==> config.mk <==
export PLATFORM = sky130hd
export DESIGN_NAME = bus_interface
export DESIGN_NICKNAME = d
export VERILOG_FILES = /design/src/rtl/bus_interface.sv
export SDC_FILE = /design/constraint.sdc
export NUM_CORES = 1
export LEC_CHECK = 0
export CAP_MARGIN = 20
export CORE_MARGIN = 4
export CORE_UTILIZATION = 40
export CTS_BUF_LIST = sky130_fd_sc_hd__clkbuf_8
export CTS_CLUSTER_SIZE = 25
export DETAILED_ROUTE_END_ITERATION = 7
export GPL_TIMING_DRIVEN = 1
export PLACE_DENSITY = 0.66
export SYNTH_ARGS = -nofsm -noshare
export SYNTH_HDL_FRONTEND = slang
export SYNTH_SLANG_ARGS = --single-unit
==> constraint.sdc <==
create_clock -name CLK -period 1.7 [get_ports CLK]
set_input_delay 0.51 -clock CLK [delete_from_list [all_inputs] [get_ports CLK]]
set_output_delay 0.51 -clock CLK [all_outputs]
set_load 0.005 [all_outputs]
==> src/rtl/bus_interface.sv <==
// External memory bus sequencer: latches an address, runs one read or write cycle
// (stretched by RDY), and hands read data to the data latch with a one-cycle strobe.
module bus_interface #(
  parameter logic [7:0] WAIT_LIMIT = 8'd255
) (
  input  logic        CLK,
  input  logic        RST,
  input  logic        START,
  input  logic        RW,
  input  logic [7:0]  ADL_IN,
  input  logic [7:0]  ADH_IN,
  input  logic [7:0]  DB_IN,
  input  logic        RDY,
  input  logic [7:0]  MEM_DATA,
  output logic [15:0] ADDR,
  output logic        R_W,
  output logic [7:0]  DATA_OUT,
  output logic        DATA_OE,
  output logic        BUSY,
  output logic        DONE,
  output logic        DL_LOAD,
  output logic [7:0]  DL_DATA,
  output logic        TIMEOUT
);

  typedef enum logic [1:0] {StIdle, StAddr, StAccess, StComplete} state_e;

  state_e      state_q;
  logic [15:0] addr_lat_q;
  logic        rw_lat_q;
  logic [7:0]  db_lat_q;
  logic [7:0]  wait_cnt_q;
  logic        rd_ok_q;

  logic [15:0] addr_q;
  logic        r_w_q;
  logic [7:0]  data_out_q;
  logic        data_oe_q;
  logic        busy_q;
  logic        done_q;
  logic        dl_load_q;
  logic [7:0]  dl_data_q;
  logic        timeout_q;

  logic [7:0]  wait_cnt_inc;
  logic        wait_expired;

  // Saturating increment so a long stall with the timeout disabled never wraps.
  always_comb begin
    wait_cnt_inc = (wait_cnt_q == 8'hFF) ? 8'hFF : wait_cnt_q + 8'd1;
    wait_expired = (WAIT_LIMIT != 8'd0) && (wait_cnt_inc >= WAIT_LIMIT);
  end

  always_ff @(posedge CLK) begin
    if (RST) begin
      state_q    <= StIdle;
      addr_lat_q <= 16'h0000;
      rw_lat_q   <= 1'b1;
      db_lat_q   <= 8'h00;
      wait_cnt_q <= 8'h00;
      rd_ok_q    <= 1'b0;
      addr_q     <= 16'h0000;
      r_w_q      <= 1'b1;
      data_out_q <= 8'h00;
      data_oe_q  <= 1'b0;
      busy_q     <= 1'b0;
      done_q     <= 1'b0;
      dl_load_q  <= 1'b0;
      dl_data_q  <= 8'h00;
      timeout_q  <= 1'b0;
    end else begin
      done_q    <= 1'b0;
      dl_load_q <= 1'b0;
      unique case (state_q)
        StIdle: begin
          if (START) begin
            addr_lat_q <= {ADH_IN, ADL_IN};
            rw_lat_q   <= RW;
            db_lat_q   <= DB_IN;
            state_q    <= StAddr;
          end
        end
        StAddr: begin
          addr_q     <= addr_lat_q;
          r_w_q      <= rw_lat_q;
          data_out_q <= db_lat_q;
          data_oe_q  <= ~rw_lat_q;
          busy_q     <= 1'b1;
          wait_cnt_q <= 8'h00;
          state_q    <= StAccess;
        end
        StAccess: begin
          if (RDY) begin
            if (rw_lat_q) dl_data_q <= MEM_DATA;
            rd_ok_q   <= rw_lat_q;
            r_w_q     <= 1'b1;
            data_oe_q <= 1'b0;
            busy_q    <= 1'b0;
            state_q   <= StComplete;
          end else begin
            wait_cnt_q <= wait_cnt_inc;
            if (wait_expired) begin
              // Aborted cycle: no latch load, sticky flag raised.
              timeout_q <= 1'b1;
              rd_ok_q   <= 1'b0;
              r_w_q     <= 1'b1;
              data_oe_q <= 1'b0;
              busy_q    <= 1'b0;
              state_q   <= StComplete;
            end
          end
        end
        StComplete: begin
          done_q    <= 1'b1;
          dl_load_q <= rd_ok_q;
          rd_ok_q   <= 1'b0;
          if (START) begin
            // Back-to-back: the new address goes out on the edge leaving COMPLETE.
            addr_lat_q <= {ADH_IN, ADL_IN};
            rw_lat_q   <= RW;
            db_lat_q   <= DB_IN;
            addr_q     <= {ADH_IN, ADL_IN};
            state_q    <= StAddr;
          end else begin
            state_q <= StIdle;
          end
        end
        default: state_q <= StIdle;
      endcase
    end
  end

  assign ADDR     = addr_q;
  assign R_W      = r_w_q;
  assign DATA_OUT = data_out_q;
  assign DATA_OE  = data_oe_q;
  assign BUSY     = busy_q;
  assign DONE     = done_q;
  assign DL_LOAD  = dl_load_q;
  assign DL_DATA  = dl_data_q;
  assign TIMEOUT  = timeout_q;

endmodule

==> insert_results.sql, run 1 <==
INSERT INTO impl_metrics (metric_group, metric, value, unit) VALUES
('critical_path', 'crit_path_max_fanout', '5', ''),
('critical_path', 'reg2reg_depth', '6', ''),
('critical_path', 'worst-endpoint-arrival', '1990', 'ps'),
('min_path', 'endpoint_worst_hold', 'DL_DATA[2]', ''),
('global_routing', 'grt.met2_usage', '25.42', '%'),
('synth', 'netlist.area_leader.share', '48.01', '%'),
('clocking', 'tritoncts.num_buffers', '9', ''),
('timing', 'fin_crit', '1760', 'ps'),
('placed_design', 'post_place_cells', '534', ''),
('critical_path', 'cp-start-kind', 'flip-flop', ''),
('power_and_ir_drop', 'power.switching', '2050', 'uW'),
('status', 'run_status', 'finished with violations', ''),
('timing', 'final-setup-viol-count', '1', ''),
('routing', 'first_pass_iters', '4', ''),
('power_and_ir_drop', 'p_int', '3986', 'uW'),
('routing', 'postRouteWirelength', '7578', 'um'),
('synth', 'net_count_of_the_mapped_netlist', '400', ''),
('synth', 'syn-mean-instance-area', '8.643', 'um2'),
('floorplanning', 'count_of_boundary_i_o_pins', '75', ''),
('critical_path', 'chain_of_cells_forming_the_critical_path', 'ha_4, nand4b_1, o22ai_4, a41oi_4, or4_1, o31ai_1', ''),
('finish', 'num-nets-final', '493', ''),
('synth', 'synth_most_common_cell', 'sky130_fd_sc_hd__dfxtp_1', ''),
('global_routing', 'first_global_vias', '2528', ''),
('clocking', 'cts.root.buffer_cell', 'sky130_fd_sc_hd__clkbuf_8', ''),
('status', 'violations_in_the_final_reports', 'negative setup slack', ''),
('synth', 'ys_top_cells_by_area', 'sky130_fd_sc_hd__dfxtp_1 (48%), sky130_fd_sc_hd__nand2_1 (8.6%), sky130_fd_sc_hd__a21oi_1 (7.8%)', ''),
('power_and_ir_drop', 'irDropWorstVdd', '0.0009858', 'V'),
('critical_path', 'timing.critical_path.slowest_cell_delay', '460', 'ps'),
('timing', 'worst_slack', '-59.77', 'ps'),
('synth', 'synth_seq_area_share', '48.01', '%'),
('placed_design', 'preCtsSetupSlack', '-257.6', 'ps'),
('placed_design', 'gp_congestion', '0.8221', ''),
('critical_path', 'critical_path_class', 'flip-flop to flip-flop', ''),
('synth', 'synth_cell_types', '41', ''),
('timing', 'rsz0062_at_grt', 'true', ''),
('global_routing', 'groute.layer.met3.usage', '4.378', '%'),
('timing', 'finClkSkew', '11.04', 'ps'),
('global_routing', 'grt_antenna_before_repair', '0', ''),
('timing', 'hold-worst-slack', '454.9', 'ps'),
('timing', 'final_max_slew_viol_count', '0', ''),
('critical_path', 'r2r-end', 'state_q[0]', ''),
('min_path', 'hold_path.startpoint', 'DL_DATA[2]', ''),
('run', 'number_of_violations_of_the_max_capacitance_limit', '0', ''),
('critical_path', 'cp-end-kind', 'flip-flop', ''),
('global_routing', 'grt_max_degree', '47', ''),
('critical_path', 'reg2reg_setup_slack', '-60', 'ps'),
('routing', 'via_count', '2770', ''),
('placed_design', 'port-buffer-count', '74', ''),
('power_and_ir_drop', 'pwr_density_cell', '1367', 'mW/mm2'),
('synth', 'synth.ff_latch_count', '74', ''),
('global_routing', 'groute.layer.met1.usage', '21.22', '%'),
('finish', 'diodes', '0', ''),
('power_and_ir_drop', 'lkg_pwr', '0.001902', 'uW'),
('min_path', 'worst_hold_path.num_cells', '2', ''),
('critical_path', 'timing.rr.start', 'wait_cnt_q[0]', ''),
('clocking', 'tritoncts_clock_tree', 'done', ''),
('min_path', 'holdCritPathClass', 'flip-flop to flip-flop', ''),
('clocking', 'path_clk_slew', '80', 'ps'),
('finish', 'layout-drive-gt1-share', '18.72', '%'),
('synth', 'cell_type_with_the_highest_aggregate_area_in_the_netlist', 'sky130_fd_sc_hd__dfxtp_1', ''),
('floorplanning', 'die_w', '95.83', 'um'),
('global_routing', 'grt-ovfl-total', '0', ''),
('finish', 'final.fill_count', '674', ''),
('synth', 'post_synth_most_frequent_cells', 'sky130_fd_sc_hd__dfxtp_1 (74), sky130_fd_sc_hd__nand2_1 (71), sky130_fd_sc_hd__a21oi_1 (48)', ''),
('timing', 'finalCritPeriodShare', '103.5', '%'),
('power_and_ir_drop', 'clkPwrFrac', '22.3', '%'),
('critical_path', 'critPathTopFamily', 'simple AND/OR/NAND/NOR gates', ''),
('critical_path', 'crit_path_top_delay_cell', 'sky130_fd_sc_hd__or4_1', ''),
('placed_design', 'hpwlAfterDp', '4970', 'um'),
('global_routing', 'grt_util_all_layers', '16.29', '%'),
('critical_path', 'critPathRequiredTime', '1930', 'ps');
worst register-to-register path: stages, from the launching register on:
cell and delay (ps):
sky130_fd_sc_hd__dfxtp_2 350, sky130_fd_sc_hd__ha_4 260, sky130_fd_sc_hd__nand4b_1 140, sky130_fd_sc_hd__o22ai_4 160, sky130_fd_sc_hd__a41oi_4 170, sky130_fd_sc_hd__or4_1 460
sky130_fd_sc_hd__o31ai_1 110
state kept, by name, summed over array words and instances (netlist names):
signal	cells
BUSY	1
TIMEOUT	1
DL_DATA	8
state_q	2
ADDR	16
db_lat_q	8
DL_LOAD	1
DONE	1
DATA_OUT	8
rw_lat_q	1
addr_lat_q	16
DATA_OE	1
rd_ok_q	1
R_W	1
wait_cnt_q	8
power by group through the flow:
| stage | logic, uW | clock network, uW | registers, uW |
|---|---|---|---|
| floorplan | 1250 | 0 | 2390 |
| global placement | 2340 | 0 | 2400 |
| detailed placement | 2380 | 0 | 2400 |
| CTS | 2310 | 1380 | 2370 |
| global route | 2610 | 1460 | 2420 |
| finish | 2320 | 1340 | 2370 |
layout make-up:
type                            count  area share, %
Inverter                            4         0.3401
Tap cell                           99          2.806
Clock buffer                        9          2.806
Sequential cell                    74          34.10
Timing Repair Buffer              107          23.84
Clock inverter                      6          1.531
Multi-Input combinational cell    254          34.58
placed cells by master, fill, tap and decap left out, drive strengths merged, types with 6 or more instances in the layout:
cell and n:
buf 34, clkdlybuf4s50 37, o21ai 12, clkbuf 9, a211oi 18, nor2 34, mux2i 24, dlygate4sd2 22
dlymetal6s2s 14, a21oi 48, dfxtp 74, nand2 71, ha 6
kinds of logic after synthesis:
kind of cell	share of synthesized area, %
XOR/XNOR	0.2839
buffers and inverters	4.217
multiplexers	8.151
flip-flops	48.01
AO/OA/AOI/OAI	17.44
AND/OR/NAND/NOR	19.47
adder cells (fa/ha/maj)	2.433
what timing repair did:
item	in CTS	in global routing
hold buffers	0	0
resized for setup	39	28
pin swaps	4	7
setup buffers	2	2
setup endpoints to repair	31	18
routing by layer:
layer | part of all wire [%] | vias to the layer above | wire length (um)
li1 | - | 1408 | -
met1 | 45 | 1287 | 3437
met2 | 47 | 65 | 3575
met3 | 6.0 | 10 | 452
met4 | 1.5 | 0 | 114
met5 | 0 | - | 0
worst max-delay path by stage:
| stage | startpoint | cells after the start | slack, ps | to |
|---|---|---|---|---|
| 3_3_place_gp | RDY | 5 | -230 | state_q[0] |
| 4_1_cts | wait_cnt_q[1] | 6 | -4 | state_q[0] |
| 3_5_place_dp | RDY | 5 | -260 | state_q[0] |
| 5_1_grt | wait_cnt_q[0] | 8 | -130 | state_q[0] |
| 6_report | wait_cnt_q[0] | 6 | -60 | state_q[0] |
| 2_1_floorplan | wait_cnt_q[0] | 6 | 30 | state_q[0] |
per-stage QoR:
stage / utilization (%) / TNS (ps) / total power [uW] / instance area (um2)
after floorplan: - / 0 / 3640 / 3098
after global placement: 55.81 / -1142 / 4742 / 4113
after detailed placement: 55.81 / -1984 / 4784 / 4113
after CTS: 58.73 / -10.62 / 6062 / 4328
after global routing: 59.90 / -253.5 / 6496 / 4414
final: 59.90 / -59.77 / 6036 / 4414
(Power assumes the default switching activity.)
==> run 2: changes to the inputs <==
--- a/config.mk
+++ b/config.mk
@@ -13,6 +13,7 @@
 export DETAILED_ROUTE_END_ITERATION = 7
 export GPL_TIMING_DRIVEN = 1
 export PLACE_DENSITY = 0.66
+export SKIP_CTS_REPAIR_TIMING = 1
 export SYNTH_ARGS = -nofsm -noshare
 export SYNTH_HDL_FRONTEND = slang
 export SYNTH_SLANG_ARGS = --single-unit
==> insert_results.sql, run 2 (synthesized netlist as in run 1, its figures left out) <==
INSERT INTO impl_metrics (metric_group, metric, value, unit) VALUES
('floorplanning', 'floorplan.die_area', '0.009182', 'mm2'),
('critical_path', 'reg2reg_depth', '6', ''),
('floorplanning', 'count_of_boundary_i_o_pins', '75', ''),
('timing', 'max_clock_freq', '0.5670', 'GHz'),
('timing', 'finClkSkew', '9.636', 'ps'),
('clocking', 'clk-insertion-delay-late', '340', 'ps'),
('placed_design', 'hpwlAfterDp', '4970', 'um'),
('routing', 'postRouteAntennaNets', '0', ''),
('timing', 'final_max_slew_viol_count', '0', ''),
('timing', 'final-setup-viol-count', '2', ''),
('global_routing', 'grt_max_degree', '47', ''),
('timing', 'worst_pin_slew', '326.6', 'ps'),
('global_routing', 'first_global_vias', '2503', ''),
('finish', 'layout-drive-gt1-share', '17.70', '%'),
('power_and_ir_drop', 'irDropWorstVdd', '0.0009888', 'V'),
('placed_design', 'gp_congestion', '0.8221', ''),
('critical_path', 'timing.rr.start', 'wait_cnt_q[1]', ''),
('clocking', 'htree_levels', '3', ''),
('placed_design', 'port-buffer-count', '74', ''),
('power_and_ir_drop', 'lkg_pwr', '0.002168', 'uW'),
('finish', 'instances_no_fill', '551', ''),
('min_path', 'hold_path.startpoint', 'DL_DATA[7]', ''),
('min_path', 'endpoint_worst_hold', 'DL_DATA[7]', ''),
('critical_path', 'critical_path_class', 'flip-flop to flip-flop', ''),
('clocking', 'path_clk_slew', '80', 'ps'),
('finish', 'area_delta_synth_final', '44.28', '%'),
('routing', 'routed_via_density', '5.002', ''),
('routing', 'dr.first_iter.drc_count', '87', ''),
('floorplanning', 'fp.dieH', '95.83', 'um'),
('placed_design', 'detailed_place.area', '0.004113', 'mm2'),
('critical_path', 'worst-endpoint-arrival', '2020', 'ps'),
('critical_path', 'r2r-end', 'state_q[0]', ''),
('finish', 'post-route-cell-area', '0.004452', 'mm2'),
('routing', 'postRouteWirelength', '7435', 'um'),
('timing', 'finalCritPeriodShare', '103.7', '%'),
('floorplanning', 'die_w', '95.83', 'um'),
('run', 'number_of_violations_of_the_max_capacitance_limit', '0', ''),
('clocking', 'tritoncts.num_buffers', '9', ''),
('critical_path', 'critPathRequiredTime', '1950', 'ps'),
('global_routing', 'grt_first_pass_wirelength', '11590', 'um'),
('routing', 'via_count', '2756', ''),
('status', 'run_status', 'finished with violations', ''),
('routing', 'first_pass_iters', '4', ''),
('timing', 'final-hold-violation-count', '0', ''),
('clocking', 'cts.sinks', '74', ''),
('clocking', 'cts.root.buffer_cell', 'sky130_fd_sc_hd__clkbuf_8', ''),
('placed_design', 'preCtsSetupSlack', '-257.6', 'ps'),
('floorplanning', 'num_rows', '31', ''),
('placed_design', 'post_place_cells', '534', ''),
('finish', 'final.fill_count', '656', ''),
('finish', 'num-nets-final', '491', ''),
('global_routing', 'grt-ovfl-total', '0', ''),
('status', 'violations_in_the_final_reports', 'negative setup slack', ''),
('min_path', 'holdCritPathClass', 'flip-flop to flip-flop', ''),
('timing', 'timing.slew.headroom', '78.23', '%'),
('critical_path', 'reg2reg_setup_slack', '-60', 'ps'),
('clocking', 'cts.path.max_buffers', '2', ''),
('routing', 'routedWlPerCell', '13.49', 'um'),
('clocking', 'tritoncts_clock_tree', 'done', ''),
('timing', 'fin_crit', '1764', 'ps'),
('routing', 'drc', '0', ''),
('timing', 'worst_slack', '-63.54', 'ps'),
('critical_path', 'cp-end-kind', 'flip-flop', ''),
('finish', 'diodes', '0', ''),
('floorplanning', 'design.core.area', '0.007370', 'mm2'),
('global_routing', 'grt_antenna_before_repair', '0', ''),
('timing', 'rsz0062_at_grt', 'true', ''),
('critical_path', 'crit_path_max_fanout', '5', ''),
('floorplanning', 'initial_cell_density_of_the_core', '41.87', '%'),
('global_routing', 'grt_util_all_layers', '16.09', '%'),
('finish', 'layout_commonest_cell', 'sky130_fd_sc_hd__nand2_1', ''),
('power_and_ir_drop', 'pwr_density_cell', '1358', 'mW/mm2'),
('critical_path', 'cp-start-kind', 'flip-flop', ''),
('finish', 'layout_common_cells', 'sky130_fd_sc_hd__nand2_1 (71), sky130_fd_sc_hd__dfxtp_1 (58), sky130_fd_sc_hd__a21oi_1 (47), sky130_fd_sc_hd__clkdlybuf4s50_1 (37), sky130_fd_sc_hd__dlymetal6s2s_1 (36)', ''),
('min_path', 'worst_hold_path.num_cells', '2', '');
run 2: critical path: stages (launching register included):
cell and delay [ps]:
sky130_fd_sc_hd__dfxtp_2 340, sky130_fd_sc_hd__ha_4 260, sky130_fd_sc_hd__nand4b_1 150, sky130_fd_sc_hd__o22ai_4 160, sky130_fd_sc_hd__a41oi_4 160, sky130_fd_sc_hd__or4_1 520
sky130_fd_sc_hd__o31ai_1 70
run 2: stage by stage:
| stage | util (%) | hold slack [ps] | setup TNS, ps | power, uW |
|---|---|---|---|---|
| detailed placement | 55.81 | 446.1 | -1984 | 4784 |
| finish | 60.41 | 455.3 | -79.68 | 6047 |
| CTS | 58.40 | 457.3 | -721.5 | 6141 |
| global placement | 55.81 | 441.0 | -1142 | 4742 |
| global route | 60.41 | 476.8 | -291.4 | 6505 |
| floorplan | - | 435.7 | 0 | 3640 |
run 2: area by class of cell:
cell class	instances	area (um2)	share of cell area (%)
Timing Repair Buffer	105	1109	24.90
Tap cell	99	123.9	2.782
Multi-Input combinational cell	254	1511	33.95
Clock inverter	6	67.56	1.518
Clock buffer	9	123.9	2.782
Inverter	4	15.01	0.3373
Sequential cell	74	1501	33.73
run 2: how the worst max path moves through the flow:
stage                     depth (start not counted)           from         end  slack [ps]
after detailed placement                          5            RDY  state_q[0]        -260
after CTS                                         6  wait_cnt_q[1]  state_q[0]         -90
after floorplan                                   6  wait_cnt_q[0]  state_q[0]          30
final                                             6  wait_cnt_q[1]  state_q[0]         -60
after global placement                            5            RDY  state_q[0]        -230
after global routing                              6  wait_cnt_q[1]  state_q[0]        -120
run 2: power by group:
group,internal (uW),switching (uW)
Clock,675,670
Sequential,2150,216
Combinational,1200,1140
Total,4030,2020
run 2: per-layer routing:
metal / vias up / global-route usage (%) / part of all wire, %
met1: 1275 / 20.97 / 45
met5: - / 0 / 0
li1: 1416 / - / -
met2: 56 / 25.01 / 47
met3: 9 / 4.378 / 6.0
met4: 0 / 6.872 / 1.5
